$ cat src/rtl/cascade_time_counter_pkg.sv
// Shared types and default moduli for the stopwatch/countdown timebase.
package stopwatch_pkg;

  typedef enum logic {
    DIR_UP   = 1'b0,
    DIR_DOWN = 1'b1
  } dir_e;

  localparam int CS_MAX          = 99;
  localparam int SEC_MAX         = 59;
  localparam int MIN_MAX         = 59;
  localparam int STAGE_W_DEFAULT = 7;

endpackage

$ cat src/rtl/cascade_time_counter_if.sv
// Control/status bundle of the cascaded time counter.
// Lap signals exist only when CASCADE_TIME_COUNTER_LAP_EN is defined.
interface cascade_time_counter_if
  import stopwatch_pkg::*;
#(
  parameter int STAGES = 3,
  parameter int WIDTH  = STAGE_W_DEFAULT
);
  logic                      en;
  dir_e                      dir;
  logic                      clear;
  logic                      load;
  logic [STAGES*WIDTH-1:0]   load_value;
  logic [STAGES*WIDTH-1:0]   value;
  logic                      carry_out;
  logic                      at_zero;
`ifdef CASCADE_TIME_COUNTER_LAP_EN
  logic                      lap_req;
  logic [STAGES*WIDTH-1:0]   lap_value;
  logic                      lap_valid;
`endif

  modport master (
    output en, dir, clear, load, load_value,
`ifdef CASCADE_TIME_COUNTER_LAP_EN
    output lap_req,
    input  lap_value, lap_valid,
`endif
    input  value, carry_out, at_zero
  );

  modport slave (
    input  en, dir, clear, load, load_value,
`ifdef CASCADE_TIME_COUNTER_LAP_EN
    input  lap_req,
    output lap_value, lap_valid,
`endif
    output value, carry_out, at_zero
  );

endinterface

$ cat src/rtl/cascade_time_counter_stage.sv
// One modulo-(MAX_VALUE+1) digit of the cascade. Clear beats load beats step;
// load clamps out-of-range presets to MAX_VALUE so the stage never leaves its range.
module mod_counter_stage
  import stopwatch_pkg::*;
#(
  parameter int               WIDTH     = STAGE_W_DEFAULT,
  parameter logic [WIDTH-1:0] MAX_VALUE = '1
) (
  input  logic             clk,
  input  logic             rst,
  input  logic             step,
  input  dir_e             dir,
  input  logic             clear,
  input  logic             load,
  input  logic [WIDTH-1:0] d,
  input  logic             hold,
  output logic [WIDTH-1:0] q,
  output logic             at_max,
  output logic             at_min
);

  logic [WIDTH-1:0] q_q;
  logic [WIDTH-1:0] q_d;

  assign q      = q_q;
  assign at_max = (q_q == MAX_VALUE);
  assign at_min = (q_q == '0);

  // Next digit value: clear, clamped load, or a single up/down step with wrap at this digit.
  always_comb begin
    q_d = q_q;
    if (clear) begin
      q_d = '0;
    end else if (load) begin
      q_d = (d > MAX_VALUE) ? MAX_VALUE : d;
    end else if (step && !hold) begin
      if (dir == DIR_UP) begin
        q_d = at_max ? '0 : q_q + WIDTH'(1);
      end else begin
        q_d = at_min ? MAX_VALUE : q_q - WIDTH'(1);
      end
    end
  end

  // Digit register with synchronous reset.
  always_ff @(posedge clk) begin
    if (rst) begin
      q_q <= '0;
    end else begin
      q_q <= q_d;
    end
  end

endmodule

$ cat src/rtl/cascade_time_counter.sv
// Cascaded modulo counter chain (e.g. hundredths/seconds/minutes) with synchronous
// carry/borrow lookahead: every stage's step is a prefix AND of the lower stages'
// terminal flags, so all digits update on the same edge without rippling.
// Optional lap capture is enabled by defining CASCADE_TIME_COUNTER_LAP_EN.
module cascade_time_counter
  import stopwatch_pkg::*;
#(
  parameter int                      STAGES     = 3,
  parameter int                      WIDTH      = STAGE_W_DEFAULT,
  parameter logic [STAGES*WIDTH-1:0] MAX_VALUES = {7'(MIN_MAX), 7'(SEC_MAX), 7'(CS_MAX)},
  parameter bit                      WRAP       = 1'b1
) (
  input logic                   clk,
  input logic                   rst,
  cascade_time_counter_if.slave bus
);

  logic [STAGES-1:0]       at_max;
  logic [STAGES-1:0]       at_min;
  logic [STAGES-1:0]       step;
  logic [STAGES:0]         all_max_below;
  logic [STAGES:0]         all_min_below;
  logic [STAGES*WIDTH-1:0] value_w;
  logic                    terminal;
  logic                    hold;

  assign all_max_below[0] = 1'b1;
  assign all_min_below[0] = 1'b1;

  generate
    for (genvar gi = 0; gi < STAGES; gi++) begin : g_stage
      assign all_max_below[gi+1] = all_max_below[gi] & at_max[gi];
      assign all_min_below[gi+1] = all_min_below[gi] & at_min[gi];
      assign step[gi] = bus.en &&
                        ((bus.dir == DIR_UP) ? all_max_below[gi] : all_min_below[gi]);

      mod_counter_stage #(
        .WIDTH     (WIDTH),
        .MAX_VALUE (MAX_VALUES[gi*WIDTH +: WIDTH])
      ) u_stage (
        .clk    (clk),
        .rst    (rst),
        .step   (step[gi]),
        .dir    (bus.dir),
        .clear  (bus.clear),
        .load   (bus.load),
        .d      (bus.load_value[gi*WIDTH +: WIDTH]),
        .hold   (hold),
        .q      (value_w[gi*WIDTH +: WIDTH]),
        .at_max (at_max[gi]),
        .at_min (at_min[gi])
      );
    end
  endgenerate

  // Whole chain sits at the terminal value for the current direction.
  assign terminal = (bus.dir == DIR_UP) ? all_max_below[STAGES] : all_min_below[STAGES];
  // In saturating mode the chain freezes at the terminal instead of wrapping.
  assign hold     = !WRAP && terminal;

  assign bus.value     = value_w;
  assign bus.carry_out = bus.en && terminal;
  assign bus.at_zero   = all_min_below[STAGES];

`ifdef CASCADE_TIME_COUNTER_LAP_EN
  logic [STAGES*WIDTH-1:0] lap_value_q;
  logic                    lap_valid_q;

  // Snapshot the pre-update count on lap_req; clear wipes the snapshot and wins over lap_req.
  always_ff @(posedge clk) begin
    if (rst || bus.clear) begin
      lap_value_q <= '0;
      lap_valid_q <= 1'b0;
    end else if (bus.lap_req) begin
      lap_value_q <= value_w;
      lap_valid_q <= 1'b1;
    end
  end

  assign bus.lap_value = lap_value_q;
  assign bus.lap_valid = lap_valid_q;
`endif

endmodule

$ cat src/flat_wrapper.sv
// flat-port wrapper written by rule: the top's interface ports become plain ports
module cascade_time_counter_flat import stopwatch_pkg::*;
#(
  parameter int                      STAGES     = 3,
  parameter int                      WIDTH      = STAGE_W_DEFAULT,
  parameter logic [STAGES*WIDTH-1:0] MAX_VALUES = {7'(MIN_MAX), 7'(SEC_MAX), 7'(CS_MAX)},
  parameter bit                      WRAP       = 1'b1
)
  (clk, rst, bus_en, bus_dir, bus_clear, bus_load, bus_load_value, bus_value, bus_carry_out, bus_at_zero);
  cascade_time_counter_if #(.STAGES(STAGES), .WIDTH(WIDTH)) bus_i ();
  input logic clk;
  input logic rst;
  input wire logic [$bits(bus_i.en)-1:0] bus_en;
  input wire logic [$bits(bus_i.dir)-1:0] bus_dir;
  input wire logic [$bits(bus_i.clear)-1:0] bus_clear;
  input wire logic [$bits(bus_i.load)-1:0] bus_load;
  input wire logic [$bits(bus_i.load_value)-1:0] bus_load_value;
  output wire logic [$bits(bus_i.value)-1:0] bus_value;
  output wire logic [$bits(bus_i.carry_out)-1:0] bus_carry_out;
  output wire logic [$bits(bus_i.at_zero)-1:0] bus_at_zero;
  assign bus_i.en = bus_en;
  assign bus_i.dir = bus_dir;
  assign bus_i.clear = bus_clear;
  assign bus_i.load = bus_load;
  assign bus_i.load_value = bus_load_value;
  assign bus_value = bus_i.value;
  assign bus_carry_out = bus_i.carry_out;
  assign bus_at_zero = bus_i.at_zero;
  cascade_time_counter #(.STAGES(STAGES), .WIDTH(WIDTH), .MAX_VALUES(MAX_VALUES), .WRAP(WRAP)) u_core (.clk(clk), .rst(rst), .bus(bus_i));
endmodule
$ cat config.mk
export PLATFORM = sky130hd
export DESIGN_NAME = cascade_time_counter_flat
export DESIGN_NICKNAME = d
export VERILOG_FILES = /design/src/rtl/cascade_time_counter_pkg.sv /design/src/rtl/cascade_time_counter_if.sv /design/src/rtl/cascade_time_counter_stage.sv /design/src/rtl/cascade_time_counter.sv /design/src/flat_wrapper.sv
export SDC_FILE = /design/constraint.sdc
export NUM_CORES = 1
export LEC_CHECK = 0
export CORE_MARGIN = 3
export CORE_UTILIZATION = 50
export DETAILED_ROUTE_END_ITERATION = 8
export PLACE_DENSITY = 0.79
export SYNTH_ARGS = -nofsm -noshare
export SYNTH_HDL_FRONTEND = slang
export SYNTH_SLANG_ARGS = --single-unit
$ cat constraint.sdc
create_clock -name clk -period 3.9 [get_ports clk]
set_input_delay 0.39 -clock clk [delete_from_list [all_inputs] [get_ports clk]]
set_output_delay 0.39 -clock clk [all_outputs]
set_load 0.02 [all_outputs]
==> parameters.txt <==
Parameter                              Value

Final layout
  ANT cells ... 0
  Syn-to-layout area delta ... 22.7%
  Number of nets in the final layout ... 366
  Max FFs per register ... 21
  Layout filler cell count ... 384
  Layout cells sized above 1 ... 9.12%
  Area of combinational cells with multiple inputs ... 1640 sq um
  Register area ... 420 sq um

Hold path
  Hold Path Depth ... 1
  Worst min-delay path category ... reg2reg
  Worst Min Path Start ... u_core.g_stage[1].u_stage.q[6]
  Terminating pin of the worst hold path ... u_core.g_stage[1].u_stage.q[6]

Timing
  Transition time of the tightest slew-check pin ... 0.821 ns
  Number of endpoints with negative hold slack in the final report ... 0
  Share of the clock period used by the worst path after layout ... 80.1%
  Worst clock skew ... 0.00336 ns
  Final Max Tran Viols ... 0
  Slew margin rel. ... 44.7%
  F_max ... 320 MHz
  Final worst setup slack ... 0.775 ns
  Number of setup violations in the final report ... 0
  Final-layout worst hold slack ... 0.541 ns
  Final worst path period need ... 3.13 ns
  RSZ-0062 raised after global routing ... false
  Total Negative Setup Slacks ... 0 ns

Drt
  Count of vias placed by the detailed router ... 2466
  Detailed-routing iteration count for the pre-antenna-repair pass ... 5
  Routed wire length ... 6390 um
  Count of nets left with antenna violations after detail routing ... 0
  Number of DRC markers in iteration 0 ... 183
  Wirelength per Cell ... 16.9 um
  Detailed-route DRC error count ... 0
  Via/cell ratio ... 6.51

Synth
  Number of flops mapped to enable cells by yosys ... 0
  Largest cells by area after synthesis ... dfxtp_1 (19%), ha_1 (5.1%), nand2_1 (4.9%), a21oi_1 (4.5%), o21ai_0 (4.3%)
  Avg Inst Size Synth ... 7.52 sq um
  Cell Area, Synth ... 2220 sq um
  Synthesized netlist cell count ... 296
  Number of register bits inferred by synthesis ... 21
  Proportion of register bits with asynchronous set or reset after synthesis ... 0%
  Commonest cells in the synthesized netlist ... nand2_1 (29), dfxtp_1 (21), a21oi_1 (20)
  Warnings from Yosys ... 0
  Most common cell in the netlist ... nand2_1
  Number of distinct standard cells referenced by the synthesized netlist ... 73
  Synth top area share ... 18.9%
  Number of nets produced by synthesis ... 332
  Top_reg_cell synth ... dfxtp_1
  Cell type with the largest total area after synthesis ... dfxtp_1
  Proportion of synthesized chip area in sequential cells ... 18.9%

Job
  Max cap viols ... 0

Setup path
  CP required ... 3.51 ns
  Reg2reg setup slack ... 1.58 ns
  Launch point of the critical path ... u_core.g_stage[2].u_stage.q[2]
  Worst reg2reg path endpoint ... u_core.g_stage[2].u_stage.q[2]
  Crit-path max FO ... 16
  Endpoint type of the worst setup path ... primary output
  Critical path class ... reg2out
  R2R Path Start ... u_core.g_stage[1].u_stage.q[0]
  CP Launch Type ... register
  Worst endpoint data arrival time ... 2.74 ns
  Depth of the most critical reg-to-reg path ... 6

Die
  Core footprint ... 4140 sq um
  Die Area ... 5290 sq um
  Total I/O pin count ... 50
  Std-Cell Rows ... 23
  Die Span Y ... 72.7 um
  Die Width ... 72.7 um
  Starting density of the core ... 53.7%

Clock network
  Post-CTS Repair Setup Buffers ... 0
  Clk Latency, worst-skew pair ... 0.27 ns
  TritonCTS clock tree ... built
  Deepest level of the CTS H-tree ... 1
  Bufs on Longest Clock Path ... 2
  Number of sinks handled by clock tree synthesis ... 21
  Number of gates resized after CTS ... 0
  Total of hold buffers inserted after clock tree synthesis ... 0
  Root buffer selected by CTS ... clkbuf_8
  Clock-pin slew on the worst setup and hold paths ... 0.08 ns
  Inserted Clock Buffers ... 3

Global route
  All-layer global routing usage ... 24.8%
  Initial antenna violation count ... 0
  Vias in the first global route ... 2180
  Final global-route overflow total ... 0
  First-pass GRT wire length ... 10500 um
  Maximum number of pins on one net before global-route repair ... 41

Status
  Outcome ... completed

Placed design
  Routability Congestion ... 0.897
  Pre-CTS worst setup slack ... 1.11 ns
  Detailed placer's ending HPWL ... 4630 um
  PortBufs ... 49

Power
  PnR Total Power ... 0.000655 W
  Largest voltage drop on the vdd net ... 0.000191 V
  Ratio of total power to cell area ... 240 nW/um^2
  Static leakage ... 0.951 nW
-- metrics by stage --
| stage | utilization (%) | instance area, sq um | cells |
|---|---|---|---|
| after floorplan | - | 2220 | 296 |
| after global placement | 64.8 | 2680 | 375 |
| after detailed placement | 64.8 | 2680 | 375 |
| after CTS | 65.9 | 2730 | 379 |
| after global routing | 65.9 | 2730 | 379 |
| final | 65.9 | 2730 | 379 |
-- cell usage in the layout (no fill, tap or decap), drive strengths merged, types with 6 or more instances in the layout --
cell and n:
or3 8, o31ai 6, xnor2 8, nor2 18, ha 9, nand2 29, nor3 10, a31oi 8
o21ai 20, a21oi 22, inv 12, dfxtp 21, clkdlybuf4s50 49, nand3 13
-- cell type report --
cell class	instances	area share [%]
Multi-Input combinational cell	240	60.2
Tap cell	50	2.29
Timing Repair Buffer	52	18.8
Clock inverter	1	0.183
Inverter	12	1.65
Clock buffer	3	1.51
Sequential cell	21	15.4
-- per-layer routing --
metal / wire length [um] / up-vias / part of all wire, % / global-route usage (%)
met5: 0 / - / 0 / 0
met4: 178 / 0 / 2.8 / 7.79
met3: 411 / 14 / 6.4 / 3.72
met2: 2940 / 108 / 46 / 39.5
met1: 2860 / 1154 / 45 / 34.4
li1: - / 1190 / - / -
-- where the power goes --
group / leakage [nW] / internal, W / switching [W]
Sequential: 0.172 / 0.000225 / 0.0000273
Clock: 0.0255 / 0.0000714 / 0.0000793
Combinational: 0.754 / 0.000118 / 0.000134
-- worst max-delay path, stage by stage, from the launching register on --
cell             delay, ns
dfxtp_1               0.48
nor4_1                0.79
nand3_1               0.26
nor2_1                0.14
nor2_1                0.05
nor2_1                0.13
clkdlybuf4s50_1       0.62
-- worst max path at each step --
stage	cells past startpoint	to	slack (ns)
2_1_floorplan	6	bus_carry_out	1.67
3_3_place_gp	6	bus_carry_out	1.09
3_5_place_dp	6	u_core.g_stage[2].u_stage.q[2]	1.11
4_1_cts	6	bus_carry_out	0.83
5_1_grt	6	bus_carry_out	0.49
6_report	6	bus_carry_out	0.77
-- cell families after synthesis --
group,after synthesis,share of synthesized area [%]
buffers and inverters,35,7.25
xor gates and xnor gates,11,4.33
muxes,1,0.450
DFF,21,18.9
adders and majority gates,9,5.06
AOI/OAI and AO/OA,104,34.8
and+or+nand+nor,115,29.2
No activity file was read; power rests on OpenSTA's default activity.
==> RTL edit: new RTL, same settings <==
`WRAP` is set to 1'b1 in 2 places; all go to 1'b0.
--- a/src/rtl/cascade_time_counter.sv
+++ b/src/rtl/cascade_time_counter.sv
@@ -8,7 +8,7 @@
   parameter int                      STAGES     = 3,
   parameter int                      WIDTH      = STAGE_W_DEFAULT,
   parameter logic [STAGES*WIDTH-1:0] MAX_VALUES = {7'(MIN_MAX), 7'(SEC_MAX), 7'(CS_MAX)},
-  parameter bit                      WRAP       = 1'b1
+  parameter bit                      WRAP       = 1'b0
 ) (
   input logic                   clk,
   input logic                   rst,
--- a/src/flat_wrapper.sv
+++ b/src/flat_wrapper.sv
@@ -4,7 +4,7 @@
   parameter int                      STAGES     = 3,
   parameter int                      WIDTH      = STAGE_W_DEFAULT,
   parameter logic [STAGES*WIDTH-1:0] MAX_VALUES = {7'(MIN_MAX), 7'(SEC_MAX), 7'(CS_MAX)},
-  parameter bit                      WRAP       = 1'b1
+  parameter bit                      WRAP       = 1'b0
 )
   (clk, rst, bus_en, bus_dir, bus_clear, bus_load, bus_load_value, bus_value, bus_carry_out, bus_at_zero);
   cascade_time_counter_if #(.STAGES(STAGES), .WIDTH(WIDTH)) bus_i ();
Check against the original RTL: not equivalent (a bounded check fails within 4 cycles, from zero or initial values).
==> RTL edit against the original RTL <==
- wire length rose by 0.31%
- register-to-register slack got worse by 170 ps
- sequential cell count did not move
- critical path depth did not move
- total power rose by 2.1%
- worst setup slack got worse by 45 ps
- via count rose by 0.32%
- synthesized area fell by 2.0%
- final area fell by 2.5%
- largest cell class unchanged
- largest power group is now combinational cells
==> RTL edit: results (changes against the original RTL) <==
- Largest net degree at the start of global routing: 28 (was 41)
- Comb_multi_in: 232 (was 240)
- Port Buffers: 49 (unchanged)
- Layout cells sized above 1: 0.0621 (was 0.0912)
- Synth cell types: 65 (was 73)
- VDD IR max: 0.149 mV (was 0.191 mV)
- Number of non-clock inverters in the layout: 13 (was 12)
- R2r endpoint: u_core.g_stage[1].u_stage.q[2] (was u_core.g_stage[2].u_stage.q[2])
- Register area share after synthesis: 0.193 (was 0.189)
- Worst-path maximum fanout: 9 (was 16)
- Antenna violations before repair: 0 (unchanged)
- CP peak stage delay: 630 ps (was 790 ps)
- Status: completed (unchanged)
- FF+latch count: 21 (unchanged)
- Net Sw Power: 0.254 mW (was 0.241 mW)
- DP HPWL: 4.73 mm (was 4.63 mm)
- Sequential power share: 0.378 (was 0.385)
- Vias: 2474 (was 2466)
- Slowest CP cell: clkdlybuf4s50_1 (was nor4_1)
- Clock buf/inv share: 0.0169 (was 0.0170)
- WL met2: 2.85 mm (was 2.94 mm)
- Final WL: 6.41 mm (was 6.39 mm)
- First-pass GRT wire length: 10.5 mm (about the same)
- Drt wl/cell: 17.2 µm (was 16.9 µm)
- Post-route setup slack: 730 ps (was 775 ps)
- Pwr Total: 0.668 mW (was 0.655 mW)
- WL met1: 2.83 mm (was 2.86 mm)
- Non-clk bufs: 52 (unchanged)
- Clock network power: 0.155 mW (was 0.151 mW)
- Vias in the first global route: 2253 (was 2180)
- Reg2reg path depth: 7 (was 6)
- Placed cell count: 368 (was 375)
- Relative slew margins: 0.496 (was 0.447)
- Final setup skew: 1.78 ps (was 3.36 ps)
- Fill cell count: 380 (was 384)
- Final #Nets: 359 (was 366)
- DRT iter0 DRCs: 275 (was 183)
- Fraction of area in multi-input gates: 0.591 (was 0.602)
- GP Congestion: 0.898 (was 0.897)
- Clk_buf instances: 4 (was 3)
- Overall routing resource usage: 0.245 (was 0.248)
- Top cells by count, synth: 21 x dfxtp_1, 21 x nand3_1, 20 x nor2_1 (was 29 x nand2_1, 21 x dfxtp_1, 20 x a21oi_1)
- Avg Inst Size Synth: 7.57 µm² (was 7.52 µm²)
- Syn nets: 324 (was 332)
- Fraction of area in registers: 0.158 (was 0.154)
- Critical Path AT: 2780 ps (was 2740 ps)
- Post-DP Area: 0.00262 mm² (was 0.00268 mm²)
- Place WS: 968 ps (was 1110 ps)
- WL met3: 611 µm (was 411 µm)
- Leakage: 0.972 nW (was 0.951 nW)
- Largest cells by area after synthesis: dfxtp_1 19%, ha_1 5.2%, nand3_1 4.8%, o21ai_0 4.1%, xor2_1 4.0% (was dfxtp_1 19%, ha_1 5.1%, nand2_1 4.9%, a21oi_1 4.5%, o21ai_0 4.3%)
- Post-synth top area share: 0.193 (was 0.189)
==> RTL edit: cell types whose count changed in the layout (fill, tap and decap cells not counted), sizes merged, moves of 5 or more <==
cell / delta
nand2: -12
nand3: +8
xor2: +7
a21oi: -6
o221ai: +5
or3: -5
==> RTL edit: cell families (layout without fill, tap and decap cells) <==
group | Yosys count | in the layout | share of synthesized area
AOI/OAI and AO/OA | 90 | 90 | 0.306
muxes | 3 | 3 | 0.0138
buffers and inverters | 35 | 69 | 0.0866
DFF | 21 | 21 | 0.193
and+or+nand+nor | 116 | 116 | 0.293
adders and majority gates | 9 | 9 | 0.0516
xor gates and xnor gates | 14 | 14 | 0.0562
==> RTL edit: worst min-delay path by stage <==
| stage | start | end | slack [ps] | cells after the start |
|---|---|---|---|---|
| finish | u_core.g_stage[1].u_stage.q[6] | u_core.g_stage[1].u_stage.q[6] | 550 | 2 |
| global route | u_core.g_stage[1].u_stage.q[6] | u_core.g_stage[1].u_stage.q[6] | 610 | 2 |
| CTS | u_core.g_stage[1].u_stage.q[6] | u_core.g_stage[1].u_stage.q[6] | 550 | 2 |
| detailed placement | u_core.g_stage[1].u_stage.q[6] | u_core.g_stage[1].u_stage.q[6] | 520 | 2 |
| global placement | u_core.g_stage[1].u_stage.q[6] | u_core.g_stage[1].u_stage.q[6] | 530 | 2 |
| floorplan | bus_en | u_core.g_stage[0].u_stage.q[6] | 560 | 2 |
==> RTL edit: routing by layer <==
metal	GRT usage	vias to the layer above
li1	-	1170
met5	0	-
met4	0.0731	0
met1	0.346	1148
met2	0.377	142
met3	0.0499	14
==> RTL edit: critical path, delay by kind of cell, from the launching register on <==
family,cells,cell delay [ps]
flops,1,490
compound gates,1,430
buf+inv,1,630
simple gates,3,600
fa+ha+maj,1,360
